File: config.mk
export PLATFORM = sky130hd
export DESIGN_NAME = pci_target_ctrl
export DESIGN_NICKNAME = d
export VERILOG_FILES = /design/src/rtl/pci_tgt_pkg.sv /design/src/rtl/pci_tgt_bar_prio.sv /design/src/rtl/pci_target_ctrl.sv
export SDC_FILE = /design/constraint.sdc
export NUM_CORES = 1
export LEC_CHECK = 0
export CAP_MARGIN = 30
export CORE_UTILIZATION = 40
export CTS_CLUSTER_DIAMETER = 50
export CTS_CLUSTER_SIZE = 16
export DETAILED_ROUTE_END_ITERATION = 6
export GPL_ROUTABILITY_DRIVEN = 0
export GPL_TIMING_DRIVEN = 0
export PLACE_DENSITY = 0.84
export SLEW_MARGIN = 25
export SYNTH_ARGS = -nofsm -noshare
export SYNTH_HDL_FRONTEND = slang
export SYNTH_SLANG_ARGS = --single-unit
File: constraint.sdc
create_clock -name CLK -period 2.3 [get_ports CLK]
set_input_delay 0.46 -clock CLK [delete_from_list [all_inputs] [get_ports CLK]]
set_output_delay 0.46 -clock CLK [all_outputs]
set_load 0.005 [all_outputs]
File: src/rtl/pci_tgt_pkg.sv
// pci_tgt_pkg: shared state encoding, bus command codes and beat size for the PCI target sequencer.
package pci_tgt_pkg;
  typedef enum logic [2:0] {IDLE, WAIT, XFER, TERM, ABORT} state_t;
  localparam logic [15:0] CMD_MEM_RD = 16'h0040;
  localparam logic [15:0] CMD_MEM_WR = 16'h0080;
  localparam int BEAT_BYTES = 4;
  function automatic logic cmd_ok(input logic [15:0] cmd, input logic wrdn);
    return wrdn ? (cmd == CMD_MEM_WR) : (cmd == CMD_MEM_RD);
  endfunction
endpackage

File: src/rtl/pci_tgt_bar_prio.sv
// pci_tgt_bar_prio: priority encoder turning BAR hit strobes into a one-hot select and index; lowest index wins.
module pci_tgt_bar_prio #(
  parameter int N = 2,
  localparam int IW = N > 1 ? $clog2(N) : 1
) (
  input  logic [N-1:0]  hit_i,
  output logic [N-1:0]  onehot_o,
  output logic [IW-1:0] idx_o,
  output logic          any_o
);
  assign any_o = |hit_i;
  assign onehot_o = hit_i & (~hit_i + 1'b1);
  always_comb begin
    idx_o = '0;
    for (int i = N - 1; i >= 0; i--)
      if (hit_i[i]) idx_o = IW'(i);
  end
endmodule

File: src/rtl/pci_target_ctrl.sv
// pci_target_ctrl: PCI target user-side sequencer sharing the adio datapath between NUM_BAR backends.
// Optional beat/abort statistics outputs are enabled by defining PCI_TARGET_CTRL_STATS_EN.
module pci_target_ctrl
  import pci_tgt_pkg::*;
#(
  parameter int NUM_BAR     = 2,
  parameter int WAIT_STATES = 0,
  parameter int MAX_BURST   = 16
) (
  input  logic                 CLK,
  input  logic                 RST_I,
  input  logic [7:0]           base_hit,
  input  logic                 s_wrdn,
  input  logic [15:0]          pci_cmd,
  input  logic [31:0]          addr,
  input  logic                 s_data,
  input  logic                 s_data_vld,
  input  logic [31:0]          adio_out,
  output logic [31:0]          adio_in,
  output logic                 s_ready,
  output logic                 s_term,
  output logic                 s_abort,
  output logic [NUM_BAR-1:0]   bk_sel,
  output logic [31:0]          bk_addr,
  output logic                 bk_wr,
  output logic [31:0]          bk_wdata,
  output logic                 bk_rd,
  input  logic [32*NUM_BAR-1:0] bk_rdata
`ifdef PCI_TARGET_CTRL_STATS_EN
  ,
  output logic [15:0]          stat_beats,
  output logic [7:0]           stat_aborts
`endif
);
  localparam int IW = NUM_BAR > 1 ? $clog2(NUM_BAR) : 1;
  localparam int CW = MAX_BURST > 1 ? $clog2(MAX_BURST) : 1;
  state_t state_q;
  logic [NUM_BAR-1:0] hit_oh, sel_q;
  logic [IW-1:0] hit_idx, idx_q;
  logic hit_any, legal, active, beat, last, unused;
  logic wr_q, sdata_q, s_ready_q, s_term_q, s_abort_q, bk_wr_q;
  logic [31:0] addr_q, bk_addr_q, bk_wdata_q;
  logic [CW-1:0] beat_q;
  logic [3:0] wcnt_q;
  pci_tgt_bar_prio #(.N(NUM_BAR)) u_prio (
    .hit_i(base_hit[NUM_BAR-1:0]), .onehot_o(hit_oh), .idx_o(hit_idx), .any_o(hit_any)
  );
  assign unused = ^{base_hit, addr[1:0]};
  assign legal = cmd_ok(pci_cmd, s_wrdn);
  assign active = state_q inside {XFER, TERM};
  assign beat = active & s_data_vld;
  assign last = beat & (beat_q == CW'(MAX_BURST - 1));
  always_ff @(posedge CLK or negedge RST_I) begin
    if (!RST_I) begin
      state_q <= IDLE;
      sel_q <= '0;
      idx_q <= '0;
      wr_q <= 1'b0;
      sdata_q <= 1'b0;
      s_ready_q <= 1'b0;
      s_term_q <= 1'b0;
      s_abort_q <= 1'b0;
      bk_wr_q <= 1'b0;
      addr_q <= '0;
      bk_addr_q <= '0;
      bk_wdata_q <= '0;
      beat_q <= '0;
      wcnt_q <= '0;
    end else begin
      sdata_q <= s_data;
      bk_wr_q <= beat & wr_q;
      // writes present the address of the beat being strobed; reads look ahead to the next beat
      if (beat) begin
        addr_q <= addr_q + 32'(BEAT_BYTES);
        bk_addr_q <= wr_q ? addr_q : addr_q + 32'(BEAT_BYTES);
        beat_q <= beat_q + 1'b1;
        if (wr_q) bk_wdata_q <= adio_out;
      end
      case (state_q)
        IDLE: if (hit_any) begin
          sel_q <= hit_oh;
          idx_q <= hit_idx;
          wr_q <= s_wrdn;
          addr_q <= {addr[31:2], 2'b00};
          bk_addr_q <= {addr[31:2], 2'b00};
          beat_q <= '0;
          if (!legal) begin
            state_q <= ABORT;
            s_abort_q <= 1'b1;
          end else if (WAIT_STATES == 0) begin
            state_q <= XFER;
            s_ready_q <= 1'b1;
          end else begin
            state_q <= WAIT;
            wcnt_q <= 4'(WAIT_STATES - 1);
          end
        end
        WAIT: if (wcnt_q == '0) begin
          state_q <= XFER;
          s_ready_q <= 1'b1;
        end else wcnt_q <= wcnt_q - 1'b1;
        XFER: if (sdata_q & ~s_data) begin
          state_q <= IDLE;
          s_ready_q <= 1'b0;
        end else if (last) begin
          state_q <= TERM;
          s_term_q <= 1'b1;
        end
        TERM: if (!s_data) begin
          state_q <= IDLE;
          s_ready_q <= 1'b0;
          s_term_q <= 1'b0;
        end
        ABORT: if (!s_data) begin
          state_q <= IDLE;
          s_abort_q <= 1'b0;
        end
        default: state_q <= IDLE;
      endcase
    end
  end
  assign s_ready = s_ready_q;
  assign s_term = s_term_q;
  assign s_abort = s_abort_q;
  assign bk_sel = active ? sel_q : '0;
  assign bk_addr = bk_addr_q;
  assign bk_wr = bk_wr_q;
  assign bk_wdata = bk_wdata_q;
  assign bk_rd = beat & ~wr_q;
  assign adio_in = (active & ~wr_q & s_data) ? bk_rdata[32*idx_q +: 32] : '0;
`ifdef PCI_TARGET_CTRL_STATS_EN
  logic [15:0] stat_beats_q;
  logic [7:0] stat_aborts_q;
  always_ff @(posedge CLK or negedge RST_I) begin
    if (!RST_I) begin
      stat_beats_q <= '0;
      stat_aborts_q <= '0;
    end else begin
      if (beat && stat_beats_q != '1) stat_beats_q <= stat_beats_q + 1'b1;
      if (state_q == IDLE && hit_any && !legal && stat_aborts_q != '1) stat_aborts_q <= stat_aborts_q + 1'b1;
    end
  end
  assign stat_beats = stat_beats_q;
  assign stat_aborts = stat_aborts_q;
`endif
endmodule

==> impl_metrics.xml, run 1 <==
<?xml version="1.0" encoding="UTF-8"?>
<metrics>
  <group name="global_route">
    <metric name="pin_count_of_the_biggest_net_entering_global_routing" unit="">74</metric>
    <metric name="global_route.overflow_total" unit="">0</metric>
    <metric name="all_layer_gr_usage" unit="%">25.5</metric>
    <metric name="wire_length_of_the_first_global_routing_pass" unit="um">32000</metric>
    <metric name="grt_antenna_before_repair" unit="">1</metric>
    <metric name="grt_pass1_vias" unit="">6264</metric>
  </group>
  <group name="timing">
    <metric name="highest_clock_rate" unit="MHz">450</metric>
    <metric name="tightest_pin_transition" unit="ns">0.574</metric>
    <metric name="final-hold-violation-count" unit="">0</metric>
    <metric name="tightest_hold_margin" unit="ns">0.432</metric>
    <metric name="rsz_0062_raised_after_global_routing" unit="">yes</metric>
    <metric name="skew" unit="ns">0.0132</metric>
    <metric name="timing.max_slew.rel_slack" unit="%">61.6</metric>
    <metric name="finalMaxSlewViolations" unit="">0</metric>
    <metric name="timing.final.setup_violations" unit="">0</metric>
    <metric name="finalCriticalPeriod" unit="ns">2.22</metric>
    <metric name="timing.final.crit_share" unit="%">96.6</metric>
  </group>
  <group name="yosys">
    <metric name="synth_simple_gate_area_share" unit="%">20.5</metric>
    <metric name="syn-num-nets" unit="">816</metric>
    <metric name="instance_count_of_the_mapped_netlist" unit="">656</metric>
    <metric name="ys_dominant_reg_cell" unit="">dfrtp_1</metric>
    <metric name="ys_types" unit="">52</metric>
    <metric name="post_synth.cell_area_avg" unit="sq um">9.59</metric>
    <metric name="synth-warning-count" unit="">0</metric>
    <metric name="synth-seq-area-share" unit="%">45.0</metric>
    <metric name="yosys.area_share.adder" unit="%">0.597</metric>
    <metric name="yosys.area_share.xor_xnor" unit="%">7.66</metric>
    <metric name="synth_enable_flop_cells" unit="">0</metric>
    <metric name="largest_family_of_logic_cells_by_synthesized_area" unit="">simple AND/OR/NAND/NOR gates</metric>
    <metric name="async_flop_share" unit="%">100</metric>
    <metric name="mappedNetlistArea" unit="sq um">6290</metric>
    <metric name="synth_mux_area_share" unit="%">11.3</metric>
    <metric name="synth-compound-area-share" unit="%">11.1</metric>
    <metric name="flops_latches_synth" unit="">113</metric>
  </group>
  <group name="worst_setup_path">
    <metric name="endpoint_kind" unit="">flip-flop</metric>
    <metric name="setup.worst_path.class" unit="">reg2reg</metric>
    <metric name="worst_path_largest_cell_delay" unit="ns">0.38</metric>
    <metric name="standard_cell_with_the_maximum_stage_delay_on_the_critical_path" unit="">dfrtp_1</metric>
    <metric name="crit_buf_inv" unit="">5</metric>
    <metric name="crit_cells" unit="">8</metric>
    <metric name="biggest_fanout_along_the_worst_timing_path" unit="">10</metric>
    <metric name="cpLargestDelayFamily" unit="">buffers and inverters</metric>
    <metric name="timing.critical_path.mode_cell" unit="">buf_4</metric>
    <metric name="critPathRequiredTime" unit="ns">2.60</metric>
    <metric name="timing.reg2reg.worst_path_depth" unit="">8</metric>
    <metric name="critical_path.cell_chain" unit="">buf_4 &gt; and3b_2 &gt; buf_4 &gt; buf_4 &gt; and2_1 &gt; clkbuf_4 &gt; clkbuf_4 &gt; mux2_2</metric>
    <metric name="crit_path_start_kind" unit="">flip-flop</metric>
    <metric name="crit_arrival" unit="ns">2.52</metric>
  </group>
  <group name="floorplanning">
    <metric name="die_y_extent" unit="um">127</metric>
    <metric name="initial_utilization" unit="%">41.2</metric>
    <metric name="die_w" unit="um">127</metric>
    <metric name="top_level_ports" unit="">260</metric>
    <metric name="row_count" unit="">45</metric>
    <metric name="design.die.area" unit="sq um">16200</metric>
    <metric name="fp.coreArea" unit="sq um">15300</metric>
  </group>
  <group name="final_layout">
    <metric name="final_design_area_no_fill" unit="sq um">9790</metric>
    <metric name="post_route_cells_drive_above_1_share" unit="%">18.8</metric>
    <metric name="final_net_count" unit="">1099</metric>
    <metric name="fin_util" unit="%">64.1</metric>
    <metric name="commonest_non_fill_non_tap_cell_in_the_layout" unit="">clkdlybuf4s50_1</metric>
    <metric name="commonest_cells_after_routing_fill_and_taps_aside" unit="">clkdlybuf4s50_1, dfrtp_1, nand2_1</metric>
    <metric name="fill_cells" unit="">1215</metric>
    <metric name="antenna_cells" unit="">0</metric>
    <metric name="flow.area_growth_from_synthesis" unit="%">55.7</metric>
  </group>
  <group name="clock_tree">
    <metric name="clock_sink_count" unit="">113</metric>
    <metric name="tritoncts" unit="">built</metric>
    <metric name="cts.root.buffer_cell" unit="">clkbuf_16</metric>
    <metric name="tritoncts.num_buffers" unit="">17</metric>
    <metric name="clock_pin_transition_on_the_worst_setup_and_hold_timing_paths" unit="ns">0.05</metric>
    <metric name="cts.htree.levels" unit="">4</metric>
    <metric name="clockBufferDepth" unit="">2</metric>
    <metric name="worst_skew_pair.late_latency" unit="ns">0.42</metric>
  </group>
  <group name="detailed_routing">
    <metric name="wl_per_cell" unit="um">17.5</metric>
    <metric name="drtIter0Drc" unit="">417</metric>
    <metric name="vias_per_cell" unit="">5.40</metric>
    <metric name="drc" unit="">0</metric>
    <metric name="antenna_left" unit="">0</metric>
    <metric name="routed-via-count" unit="">6274</metric>
    <metric name="detailed_router_iteration_count_before_antenna_repair" unit="">5</metric>
    <metric name="wl" unit="um">20400</metric>
  </group>
  <group name="hold_path">
    <metric name="holdPathStages" unit="">1</metric>
    <metric name="min_path_type" unit="">in2reg</metric>
  </group>
  <group name="power">
    <metric name="static-leakage-power" unit="uW">0.00414</metric>
    <metric name="overall_power_after_layout" unit="uW">9590</metric>
    <metric name="worst_ir_drop_vdd" unit="uV">560</metric>
    <metric name="power_per_cell_area" unit="nW/um^2">980</metric>
  </group>
  <group name="run_status">
    <metric name="outcome" unit="">completed</metric>
  </group>
  <group name="placed_design">
    <metric name="placed_area" unit="sq um">9090</metric>
    <metric name="place_hpwl" unit="um">14500</metric>
    <metric name="io_buffers" unit="">251</metric>
  </group>
  <group name="run">
    <metric name="maxCapViolCount" unit="">0</metric>
  </group>
</metrics>
-- report_power, final --
group	total [uW]	switching [uW]	internal (uW)
combinational	3900	1870	2040
sequential	3210	560	2650
clock	2480	897	1580
total	9590	3320	6270
-- flip-flops by register name, indices dropped and copies added (netlist names) --
signal,flops
sel_q,2
wcnt_q,4
s_term,1
bk_addr,32
wr_q,1
s_ready,1
state_q,3
addr_q,30
beat_q,4
bk_wr,1
bk_wdata,32
sdata_q,1
s_abort,1
-- synthesized netlist by cell type, types with 4 or more instances --
master    instances  area share, %
dfrtp_1         113             45
nor2_1           69            4.1
nand2_1          61            3.6
o21ai_0          44            3.5
xnor2_1          43            6.0
mux2i_1          35            5.6
mux2_2           32            5.7
a21oi_1          29            2.3
clkbuf_1         22            1.3
buf_2            20            1.6
nand3_1          17            1.4
nor3_1           16            1.3
nor4_1           15            1.5
and3_1           13            1.3
nand4_1          12            1.2
xor2_1           12            1.7
a211oi_1          6           0.72
and2_1            6           0.60
nor4_2            6            1.2
o211ai_1          6           0.72
o221ai_1          6           0.84
o22ai_1           6           0.60
and4_1            5           0.70
buf_1             4           0.24
nand2b_1          4           0.40
or2_2             4           0.40
or4_1             4           0.48
-- cell type report --
class                      count  area [sq um]  area share (%)
buffer                        45           302            3.08
clock inverter                 5          53.8           0.550
multi-input combinational    490          3310            33.8
clock buffer                  25           495            5.06
timing repair buffer         269          2520            25.8
sequential                   113          2830            28.9
inverter                       3          11.3           0.115
tap                          211           264            2.70
-- layer usage --
layer | track usage, % | part of all wire, %
met3 | 6.78 | 7.0
met1 | 30.2 | 40
met5 | 0 | 0.064
met4 | 9.38 | 2.3
met2 | 44.2 | 51
-- cell families (layout without fill, tap and decap cells) --
group,Yosys count,after routing
compound gates,116,116
xor+xnor,55,55
fa+ha+maj,3,3
buf+inv,53,347
flops,113,113
mux,67,67
simple gates,249,249
-- stage by stage --
stage	setup WS (ns)	setup TNS [ns]	cells
final	0.0787	0	1161
after global routing	-0.00470	-0.00470	1161
after CTS	-0.0813	-0.242	1163
after detailed placement	-0.793	-45.84	1119
after global placement	-3.75	-462.01	1118
after floorplan	0.445	0	656
-- what timing repair did --
item	CTS	global route
cloned	2	0
hold buffers	1	0
resized for setup	126	61
endpoints found under the hold margin	40	0
pin swaps	1	6
endpoints found under the setup margin	95	82
buffers inserted	14	0
-- worst reg2reg max path: stages (launching register included) --
cell and delay (ns):
dfrtp_1 0.38, buf_4 0.15, and3b_2 0.30, buf_4 0.13
buf_4 0.17, and2_1 0.15, clkbuf_4 0.22, clkbuf_4 0.25
mux2_2 0.36
-- path summary, 6_finish.rpt --
path / startpoint / end / slack [ns]
min: s_data / sdata_q / 0.43
min in group asynchronous: RST_I / addr_q[23] / 0.53
max reg2reg: state_q[2] / bk_wdata[14] / 0.08
max in group asynchronous: RST_I / sel_q[1] / 1.06
min reg2reg: wcnt_q[3] / wcnt_q[3] / 0.50
max: state_q[2] / bk_wdata[14] / 0.08
(Power assumes the default switching activity.)
==> run 2, diff against run 1 <==
--- a/config.mk
+++ b/config.mk
@@ -5,6 +5,7 @@
 export SDC_FILE = /design/constraint.sdc
 export NUM_CORES = 1
 export LEC_CHECK = 0
+export ABC_CLOCK_PERIOD_IN_PS = 2300
 export CAP_MARGIN = 30
 export CORE_UTILIZATION = 40
 export CTS_CLUSTER_DIAMETER = 50
==> results of run 2 <==
The final DEF is identical to that of run 1; final timing and power are the same.
==> run 3, diff against run 2 <==
--- a/config.mk
+++ b/config.mk
@@ -7,13 +7,13 @@
 export LEC_CHECK = 0
 export ABC_CLOCK_PERIOD_IN_PS = 2300
 export CAP_MARGIN = 30
-export CORE_UTILIZATION = 40
+export CORE_UTILIZATION = 44
 export CTS_CLUSTER_DIAMETER = 50
 export CTS_CLUSTER_SIZE = 16
 export DETAILED_ROUTE_END_ITERATION = 6
 export GPL_ROUTABILITY_DRIVEN = 0
 export GPL_TIMING_DRIVEN = 0
-export PLACE_DENSITY = 0.84
+export PLACE_DENSITY = 0.9
 export SLEW_MARGIN = 25
 export SYNTH_ARGS = -nofsm -noshare
 export SYNTH_HDL_FRONTEND = slang
==> run 3 against run 2 <==
The flow now finishes with violations (design-rule violations). First-iteration DRC count rose by 11%. Final cell count is 3.0% lower. Register-to-register slack worse by 0.02 ns. Clock skew decreased by 0.0025 ns. Wire length is 1.2% lower. Non-clock buffer count shrank 6.
==> impl_metrics.xml, run 3 (synthesis results as in run 1) <==
<?xml version="1.0" encoding="UTF-8"?>
<metrics>
  <group name="run_status">
    <metric name="outcome" unit="">finished, violations left</metric>
    <metric name="failed_checks" unit="">design-rule violations</metric>
  </group>
  <group name="floorplanning">
    <metric name="initial_utilization" unit="%">45.1</metric>
    <metric name="die_w" unit="um">122</metric>
    <metric name="design.die.area" unit="sq um">14800</metric>
    <metric name="top_level_ports" unit="">260</metric>
    <metric name="die_y_extent" unit="um">122</metric>
    <metric name="fp.coreArea" unit="sq um">13900</metric>
    <metric name="row_count" unit="">43</metric>
  </group>
  <group name="timing">
    <metric name="finalCriticalPeriod" unit="ns">2.24</metric>
    <metric name="rsz_0062_raised_after_global_routing" unit="">no</metric>
    <metric name="final-hold-violation-count" unit="">0</metric>
    <metric name="skew" unit="ns">0.0107</metric>
    <metric name="finalMaxSlewViolations" unit="">0</metric>
    <metric name="tightest_pin_transition" unit="ns">0.638</metric>
    <metric name="timing.final.crit_share" unit="%">97.4</metric>
    <metric name="highest_clock_rate" unit="MHz">447</metric>
    <metric name="final.setup.worst_slack" unit="ns">0.0608</metric>
    <metric name="timing.final.setup_violations" unit="">0</metric>
    <metric name="timing.max_slew.rel_slack" unit="%">57.5</metric>
  </group>
  <group name="worst_setup_path">
    <metric name="critPathRequiredTime" unit="ns">2.57</metric>
    <metric name="rr_startpoint" unit="">addr_q[2]</metric>
    <metric name="timing.reg2reg.worst_path_depth" unit="">6</metric>
    <metric name="biggest_fanout_along_the_worst_timing_path" unit="">6</metric>
    <metric name="r2r_end" unit="">bk_addr[14]</metric>
    <metric name="crit_path_start_kind" unit="">flip-flop</metric>
    <metric name="register_to_register_setup_slack" unit="ns">0.06</metric>
    <metric name="crit_arrival" unit="ns">2.51</metric>
    <metric name="setup.worst_path.class" unit="">reg2reg</metric>
    <metric name="endpoint_kind" unit="">flip-flop</metric>
  </group>
  <group name="clock_tree">
    <metric name="hold_buffers" unit="">0</metric>
    <metric name="clock_pin_transition_on_the_worst_setup_and_hold_timing_paths" unit="ns">0.06</metric>
    <metric name="cts.root.buffer_cell" unit="">clkbuf_16</metric>
    <metric name="clock_sink_count" unit="">113</metric>
    <metric name="tritoncts.num_buffers" unit="">17</metric>
    <metric name="worst_skew_pair.late_latency" unit="ns">0.43</metric>
    <metric name="tritoncts" unit="">built</metric>
    <metric name="cts.htree.levels" unit="">4</metric>
    <metric name="clockBufferDepth" unit="">2</metric>
  </group>
  <group name="final_layout">
    <metric name="post_route_cells_drive_above_1_share" unit="%">18.2</metric>
    <metric name="final_net_count" unit="">1093</metric>
    <metric name="commonest_non_fill_non_tap_cell_in_the_layout" unit="">clkdlybuf4s50_1</metric>
    <metric name="commonest_cells_after_routing_fill_and_taps_aside" unit="">clkdlybuf4s50_1, dfrtp_1, nor2_1</metric>
    <metric name="antenna_cells" unit="">0</metric>
    <metric name="flow.area_growth_from_synthesis" unit="%">54.8</metric>
    <metric name="fill_cells" unit="">1042</metric>
    <metric name="post_layout_instance_count_excluding_filler_cells" unit="">1126</metric>
  </group>
  <group name="power">
    <metric name="static-leakage-power" unit="uW">0.00408</metric>
    <metric name="worst_ir_drop_vdd" unit="uV">607</metric>
    <metric name="power_per_cell_area" unit="nW/um^2">1020</metric>
  </group>
  <group name="detailed_routing">
    <metric name="wl" unit="um">20100</metric>
    <metric name="vias_per_cell" unit="">5.59</metric>
    <metric name="drtIter0Drc" unit="">464</metric>
    <metric name="routed-via-count" unit="">6295</metric>
    <metric name="wl_per_cell" unit="um">17.9</metric>
    <metric name="drc" unit="">1</metric>
    <metric name="detailed_router_iteration_count_before_antenna_repair" unit="">7</metric>
    <metric name="antenna_left" unit="">0</metric>
  </group>
  <group name="global_route">
    <metric name="pin_count_of_the_biggest_net_entering_global_routing" unit="">63</metric>
    <metric name="global_route.overflow_total" unit="">0</metric>
    <metric name="grt_pass1_vias" unit="">6388</metric>
    <metric name="grt_antenna_before_repair" unit="">0</metric>
    <metric name="wire_length_of_the_first_global_routing_pass" unit="um">31400</metric>
    <metric name="all_layer_gr_usage" unit="%">27.9</metric>
  </group>
  <group name="placed_design">
    <metric name="placedCellCount" unit="">1088</metric>
    <metric name="io_buffers" unit="">251</metric>
    <metric name="place_hpwl" unit="um">14300</metric>
    <metric name="detailedPlace.worstSlack" unit="ns">-0.695</metric>
  </group>
  <group name="hold_path">
    <metric name="min_path_type" unit="">in2async</metric>
  </group>
  <group name="run">
    <metric name="maxCapViolCount" unit="">0</metric>
  </group>
</metrics>
-- run 3: cell types whose count changed in the layout (fill, tap and decap cells not counted), sizes merged, moves of 2 or more --
cell	delta
dlymetal6s2s	-2
bufinv	+3
clkinvlp	+4
clkdlybuf4s50	+2
dlygate4sd2	+2
buf	-15
-- run 3: metrics by stage --
step / total power [uW] / TNS (ns) / hold WS (ns) / util, % / cell area (sq um)
final: 9880 / 0 / 0.00954 / 69.9 / 9740
after global routing: 10400 / 0 / 0.0636 / 69.9 / 9740
after CTS: 9820 / -0.00159 / 0.0380 / 70.4 / 9810
after detailed placement: 6890 / -37.63 / 0.480 / 65.0 / 9050
after global placement: 6730 / -450.34 / 0.476 / 64.8 / 9030
after floorplan: 5200 / 0 / 0.164 / - / 6290
-- run 3: per-layer routing --
layer / routed length (um) / global-route usage, % / share of wire [%]
met1: 7670 / 32.3 / 38
met2: 10300 / 47.2 / 51
met3: 1510 / 7.63 / 7.5
met4: 648 / 14.0 / 3.2
met5: 0 / 0 / 0
-- run 3: worst max-delay path: stages, from the launching register on --
cell and delay [ns]:
dfrtp_1 0.47, ha_2 0.29, nand3_1 0.19, or4_1 0.59, a21o_1 0.22, a21oi_1 0.18
o221ai_1 0.15
-- run 3: worst max path at each step --
stage          startpoint     endpoint  cells after the start
2_1_floorplan  s_data_vld   addr_q[31]                      6
3_3_place_gp        RST_I      s_ready                      1
3_5_place_dp   s_data_vld        bk_rd                      7
4_1_cts              wr_q  adio_in[21]                      6
5_1_grt        state_q[2]   adio_in[1]                      7
6_report        addr_q[2]  bk_addr[14]                      6
-- run 3: area by class of cell --
| class | instances | area [sq um] | area share [%] |
|---|---|---|---|
| Timing Repair Buffer | 261 | 2460 | 25.2 |
| Inverter | 3 | 11.3 | 0.116 |
| Multi-Input combinational cell | 490 | 3270 | 33.6 |
| Buffer | 47 | 323 | 3.32 |
| Tap cell | 180 | 225 | 2.31 |
| Clock inverter | 14 | 188 | 1.93 |
| Clock buffer | 18 | 429 | 4.41 |
| Sequential cell | 113 | 2830 | 29.1 |
-- run 3: power by group --
part	internal (uW)	total (uW)	switching (uW)
registers	2650	3240	588
logic	2030	3870	1840
clock network	1800	2780	972
-- run 3: what timing repair did --
item,in CTS,in global routing
gates cloned,1,0
gates resized for setup,83,80
endpoints found under the setup margin,89,86
pin swaps,1,0
buffers inserted,8,0
